$ cat config.mk
export PLATFORM = sky130hd
export DESIGN_NAME = mfcc_out_fifo_wr_arbiter
export DESIGN_NICKNAME = d
export VERILOG_FILES = /design/src/rtl/mfcc_out_fifo_wr_arbiter.sv
export SDC_FILE = /design/constraint.sdc
export NUM_CORES = 1
export LEC_CHECK = 0
export ABC_CLOCK_PERIOD_IN_PS = 2300
export BUFFER_PORTS_ARGS = -buffer_cell sky130_fd_sc_hd__buf_2
export CAP_MARGIN = 30
export CORE_MARGIN = 2
export CORE_UTILIZATION = 41
export CTS_BUF_LIST = sky130_fd_sc_hd__clkbuf_2
export DETAILED_ROUTE_END_ITERATION = 6
export PLACE_DENSITY_LB_ADDON = 0.05
export SLEW_MARGIN = 20
export SYNTH_ARGS = -nofsm -noshare
export SYNTH_HDL_FRONTEND = slang
export SYNTH_HIERARCHICAL = 1
export SYNTH_SLANG_ARGS = --single-unit
$ cat constraint.sdc
create_clock -name clk -period 2.3 [get_ports clk]
set_clock_uncertainty 0.05 [all_clocks]
set_input_delay 0.115 -clock clk [delete_from_list [all_inputs] [get_ports clk]]
set_output_delay 0.115 -clock clk [all_outputs]
set_load 0.02 [all_outputs]
$ cat src/rtl/mfcc_out_fifo_wr_arbiter.sv
// Round-robin, frame-granular arbiter for the MFCC output FIFO write port.
// Define MFCC_ARB_ABORT_EN to add frame_abort and release the grant when req[g] drops mid-frame.

module mfcc_arb_lane #(
  parameter int DATA_W = 32
) (
  input  logic              sel,
  input  logic              full,
  input  logic [DATA_W-1:0] din,
  output logic              rdy,
  output logic [DATA_W-1:0] dout
);
  assign rdy  = sel & ~full;
  assign dout = sel ? din : '0;
endmodule

module mfcc_out_fifo_wr_arbiter #(
  parameter int NUM_REQ   = 2,
  parameter int DATA_W    = 32,
  parameter int FRAME_LEN = 13
) (
  input  logic                      clk,
  input  logic                      rst,
  input  logic [NUM_REQ-1:0]        req,
  input  logic [NUM_REQ*DATA_W-1:0] req_data,
  input  logic [NUM_REQ-1:0]        req_valid,
  output logic [NUM_REQ-1:0]        req_ready,
  output logic [NUM_REQ-1:0]        grant,
  input  logic                      full,
  output logic [DATA_W-1:0]         push_data,
  output logic                      wren,
  output logic                      frame_done,
  output logic [15:0]               frame_cnt
`ifdef MFCC_ARB_ABORT_EN
  ,
  output logic                      frame_abort
`endif
);
  localparam int IW = (NUM_REQ > 1) ? $clog2(NUM_REQ) : 1;
  localparam logic [NUM_REQ-1:0] ONE = NUM_REQ'(1);

  typedef enum logic {IDLE = 1'b0, XFER = 1'b1} state_t;

  state_t                           state, state_nxt;
  logic   [IW-1:0]                  last, pick;
  logic                             pick_vld;
  logic   [7:0]                     wcnt;
  logic   [NUM_REQ-1:0][DATA_W-1:0] lane_din, lane_dout;
  logic   [NUM_REQ-1:0]             sel;
  logic                             accept, last_word;
`ifdef MFCC_ARB_ABORT_EN
  logic                             drop;
`endif

  assign lane_din = req_data;
  // Gating with rst keeps the write port quiet before the synchronous reset lands.
  assign sel = rst ? '0 : grant;

  for (genvar i = 0; i < NUM_REQ; i++) begin : g_lane
    mfcc_arb_lane #(.DATA_W(DATA_W)) u_lane (
      .sel  (sel[i]),
      .full (full),
      .din  (lane_din[i]),
      .rdy  (req_ready[i]),
      .dout (lane_dout[i])
    );
  end

  always_comb begin
    push_data = '0;
    for (int k = 0; k < NUM_REQ; k++) push_data = push_data | lane_dout[k];
  end

  assign wren      = |(req_ready & req_valid);
  assign accept    = wren;
  assign last_word = accept && (wcnt == 8'(FRAME_LEN - 1));

`ifdef MFCC_ARB_ABORT_EN
  assign drop = (state == XFER) && !(|(req & grant)) && !last_word;
`endif

  // Walk from farthest to nearest so the first set bit after last wins.
  always_comb begin
    pick     = last;
    pick_vld = 1'b0;
    for (int k = NUM_REQ; k >= 1; k--) begin
      if (req[(int'(last) + k) % NUM_REQ]) begin
        pick     = IW'((int'(last) + k) % NUM_REQ);
        pick_vld = 1'b1;
      end
    end
  end

  always_ff @(posedge clk) begin
    if (rst) state <= IDLE;
    else     state <= state_nxt;
  end

  always_comb begin
    state_nxt = state;
    case (state)
      IDLE: if (pick_vld) state_nxt = XFER;
`ifdef MFCC_ARB_ABORT_EN
      XFER: if (last_word || drop) state_nxt = IDLE;
`else
      XFER: if (last_word) state_nxt = IDLE;
`endif
      default: state_nxt = IDLE;
    endcase
  end

  always_ff @(posedge clk) begin
    if (rst) begin
      grant      <= '0;
      last       <= IW'(NUM_REQ - 1);
      wcnt       <= '0;
      frame_done <= 1'b0;
      frame_cnt  <= '0;
`ifdef MFCC_ARB_ABORT_EN
      frame_abort <= 1'b0;
`endif
    end else begin
      frame_done <= 1'b0;
`ifdef MFCC_ARB_ABORT_EN
      frame_abort <= 1'b0;
`endif
      if (state == IDLE) begin
        if (pick_vld) begin
          grant <= ONE << pick;
          last  <= pick;
          wcnt  <= '0;
        end
      end else begin
        if (accept) wcnt <= wcnt + 8'd1;
        if (last_word) begin
          grant      <= '0;
          frame_done <= 1'b1;
          frame_cnt  <= frame_cnt + 16'd1;
        end
`ifdef MFCC_ARB_ABORT_EN
        else if (drop) begin
          grant       <= '0;
          frame_abort <= 1'b1;
        end
`endif
      end
    end
  end
endmodule
==> summary.md <==
| Metric | Value |
|---|---|
| Fin nets | 478 |
| Post-Place Cell Area | 2841 um^2 |
| Max-cap violation count | 0 |
| Die H | 75.54 um |
| Post-route ant nets | 0 |
| Reg2reg start | wcnt[5] |
| Post-synth cell types | 42 |
| Post-Syn Nets | 351 |
| Synthesized area | 2098 um^2 |
| Starting Density | 41.88% |
| Fill cells | 516 |
| Worst r2r dst | frame_cnt[8] |
| Startpoint types | flop |
| Number of inserted diodes | 0 |
| First-pass GRT wire length | 9114 um |
| Asr flop ratio synth | 0% |
| CTS clock-pin slew for the worst setup and hold paths | 0.18 ns |
| Placement row count | 26 |
| Grt total ovfl | 0 |
| Status | finished, final reports clean |
| Dpl cells | 465 |
| Core area | 5010 um^2 |
| Post-Synth Simple-Gate Area | 49.91% |
| Critical path origin | wcnt[5] |
| Largest net degree at the start of global routing | 33 |
| Vias/cell | 4.855 |
| Crit share post-route | 91.97% |
| Root Driver | clkbuf_2 |
| 1st-iter DRT viols | 45 |
| Static Leakage | 1.483 nW |
| GRT Util Overall | 20.35% |
| Synth Area in Compound Gates | 12.82% |
| Final Critical Period | 2.115 ns |
| Fin cells | 475 |
| Die ar. | 5706 um^2 |
| Unrepaired setup endpoints after global routing | no |
| DRC | 0 |
| #FFs+latches synth | 29 |
| Area Overhead vs Synth | 38.40% |
| Most used DFF post-synth | dfxtp_1 |
| CTS tree | done |
| WL per Instance | 12.23 um |
| Worst Setup End Kind | flop |
| Required @ worst endpoint | 2.58 ns |
| Cell area after layout | 2904 um^2 |
| CP Max Fanout | 12 |
| Utilization after layout | 57.97% |
| Power per standard cell area | 353.0 nW/um^2 |
| Max-slew violation count | 0 |
| Max frequency | 472.7 MHz |
| Max IR drop VDD | 328.6 uV |
| Cells after synthesis | 277 |
| CTS Sinks | 29 |
| Final Setup Violations | 0 |
| Vias in the first global route | 2079 |
| Buffers on Ports | 124 |
| Routed vias | 2306 |
| Initial antenna violation count | 0 |
| Flop2flop setup slack | 0.18 ns |
| Sequential share of the synthesized area | 27.67% |
| DPL Wire Length | 4490 um |
| Setup_tns | 0 ns |
| Largest family of logic cells by synthesized area | simple AND/OR/NAND/NOR gates |
| Avg Cell Area, Syn | 7.575 um^2 |
| Clock buffer count from CTS | 5 |
| Synth area leader | dfxtp_1 |
| Yosys top cell area share | 27.67% |
| Top cells by area, synth | dfxtp_1 (28%), and2_1 (20%), or2_2 (9.5%), a21oi_1 (4.3%), nand4_1 (3.3%) |
| CTS H-Tree Depth | 2 |
| Proportion of layout cells with a drive suffix above 1 | 47.90% |
| CP endpoint | frame_cnt[8] |
| I/O pins | 125 |
| R2R cell count | 4 |
| Xor/xnor share of the synthesized area | 2.087% |
| Mux contribution to synthesized area | 0.5367% |
| Drt pass-1 iters | 4 |
| Routability cong. | 0.7964 |
| Crit Path Category | reg2reg |
| Slew @ Worst Pin | 0.7182 ns |
| Hold Crit Class | in2reg |
| Yosys warns | 6 |
| Fin. Hold Viols | 0 |
| Post-synthesis adder-cell area fraction | 1.789% |
| DIE WIDTH | 75.54 um |
| Drt total wl | 5810 um |
| Max Root-Sink Buffers | 2 |
| Clock latency on the worst-skew pair | 0.37 ns |
| Critical Path AT | 2.39 ns |
| Slew margin rel. | 51.62% |
| Post-synth EDFFs | 0 |
## timing repair
action	in CTS	in global routing
hold buffers	1	1
endpoints found under the hold margin	1	1
gates resized for setup	0	0
setup buffers	0	0
## per-layer routing
| layer | share of wire, % | routed length, um | vias to the layer above | GRT usage (%) |
|---|---|---|---|---|
| met5 | 0 | 0 | - | 0 |
| met4 | 1.8 | 102 | 0 | 7.407 |
| met3 | 9.0 | 522 | 9 | 4.894 |
| met2 | 48 | 2795 | 75 | 36.23 |
| met1 | 41 | 2389 | 1026 | 23.63 |
| li1 | - | - | 1196 | - |
## worst max-delay path, stage by stage, from the launching register on
cell and delay (ns):
dfxtp_1 0.37, or3_4 0.40, or4_4 0.61, or4_1 0.50, a21oi_1 0.15
## registers in the layout, indices dropped and copies added (netlist names)
signal and cells:
frame_cnt 16, last 1, state 1, frame_done 1, grant 2, wcnt 8
## layout by cell type, fill, tap and decap left out, types with 2 or more instances in the layout
cell / n
a211oi_1: 2
a21oi_1: 18
a31o_2: 7
and2_1: 67
and3_1: 2
buf_2: 124
buf_4: 9
clkbuf_2: 5
clkinv_1: 2
clkinv_2: 2
dfxtp_1: 27
dfxtp_4: 2
dlygate4sd3_1: 2
ha_1: 3
inv_1: 7
nand2_1: 11
nand2b_1: 4
nand3_1: 7
nand4_1: 11
nand4b_1: 2
nor2_1: 14
nor2b_4: 4
nor3_1: 5
nor4_1: 2
o211ai_1: 2
o21ai_0: 2
o31ai_1: 5
or2_2: 32
or4_1: 5
xnor2_1: 2
xor2_1: 3
## worst min path at each step
stage,from,endpoint,slack [ns],cells after the start
floorplan,full,req_ready[1],0.22,1
global placement,req[1],state,0.39,3
detailed placement,req[1],state,0.40,3
CTS,req[0],state,0.003,3
global route,rst,wcnt[0],0.15,3
finish,rst,wcnt[0],0.14,3
## logic make-up after synthesis
group | after synthesis
adder cells (fa/ha/maj) | 3
AO/OA/AOI/OAI | 41
AND/OR/NAND/NOR | 174
flip-flops | 29
buffers and inverters | 24
multiplexers | 1
XOR/XNOR | 5
## synth_stat cells, drive strengths merged, types with 6 or more instances
| cell type | number |
|---|---|
| or2 | 32 |
| or4 | 6 |
| inv | 7 |
| dfxtp | 29 |
| a31o | 7 |
| nand4 | 11 |
| nor2 | 14 |
| nand3 | 7 |
| nand2 | 11 |
| a21oi | 18 |
| and2 | 67 |
| clkbuf | 13 |
## where the power goes
group | internal, mW | leakage, nW | switching [mW]
combinational | 0.119 | 1.22 | 0.121
sequential | 0.508 | 0.236 | 0.00356
clock | 0.0709 | 0.0287 | 0.203
## layout make-up
type,instances,area (um^2),area share [%]
clock buffers,5,25.02,0.8617
inverters,9,33.78,1.163
well taps,70,87.58,3.016
multi-input cells,224,1444,49.72
repair buffers,135,708.2,24.39
flip-flops and latches,29,588.1,20.25
clock inverters,3,17.52,0.6032
## stage by stage
stage                     hold WS (ns)  worst slack [ns]  power [mW]
after global routing            0.1490            0.1051       1.075
after detailed placement        0.4020            0.2109      0.7615
final                           0.1409            0.1847       1.025
after CTS                     0.002861            0.1960       1.033
after floorplan                 0.2151           0.03253      0.6593
after global placement          0.3942            0.2530      0.7598
No activity file was read; power rests on OpenSTA's default activity.
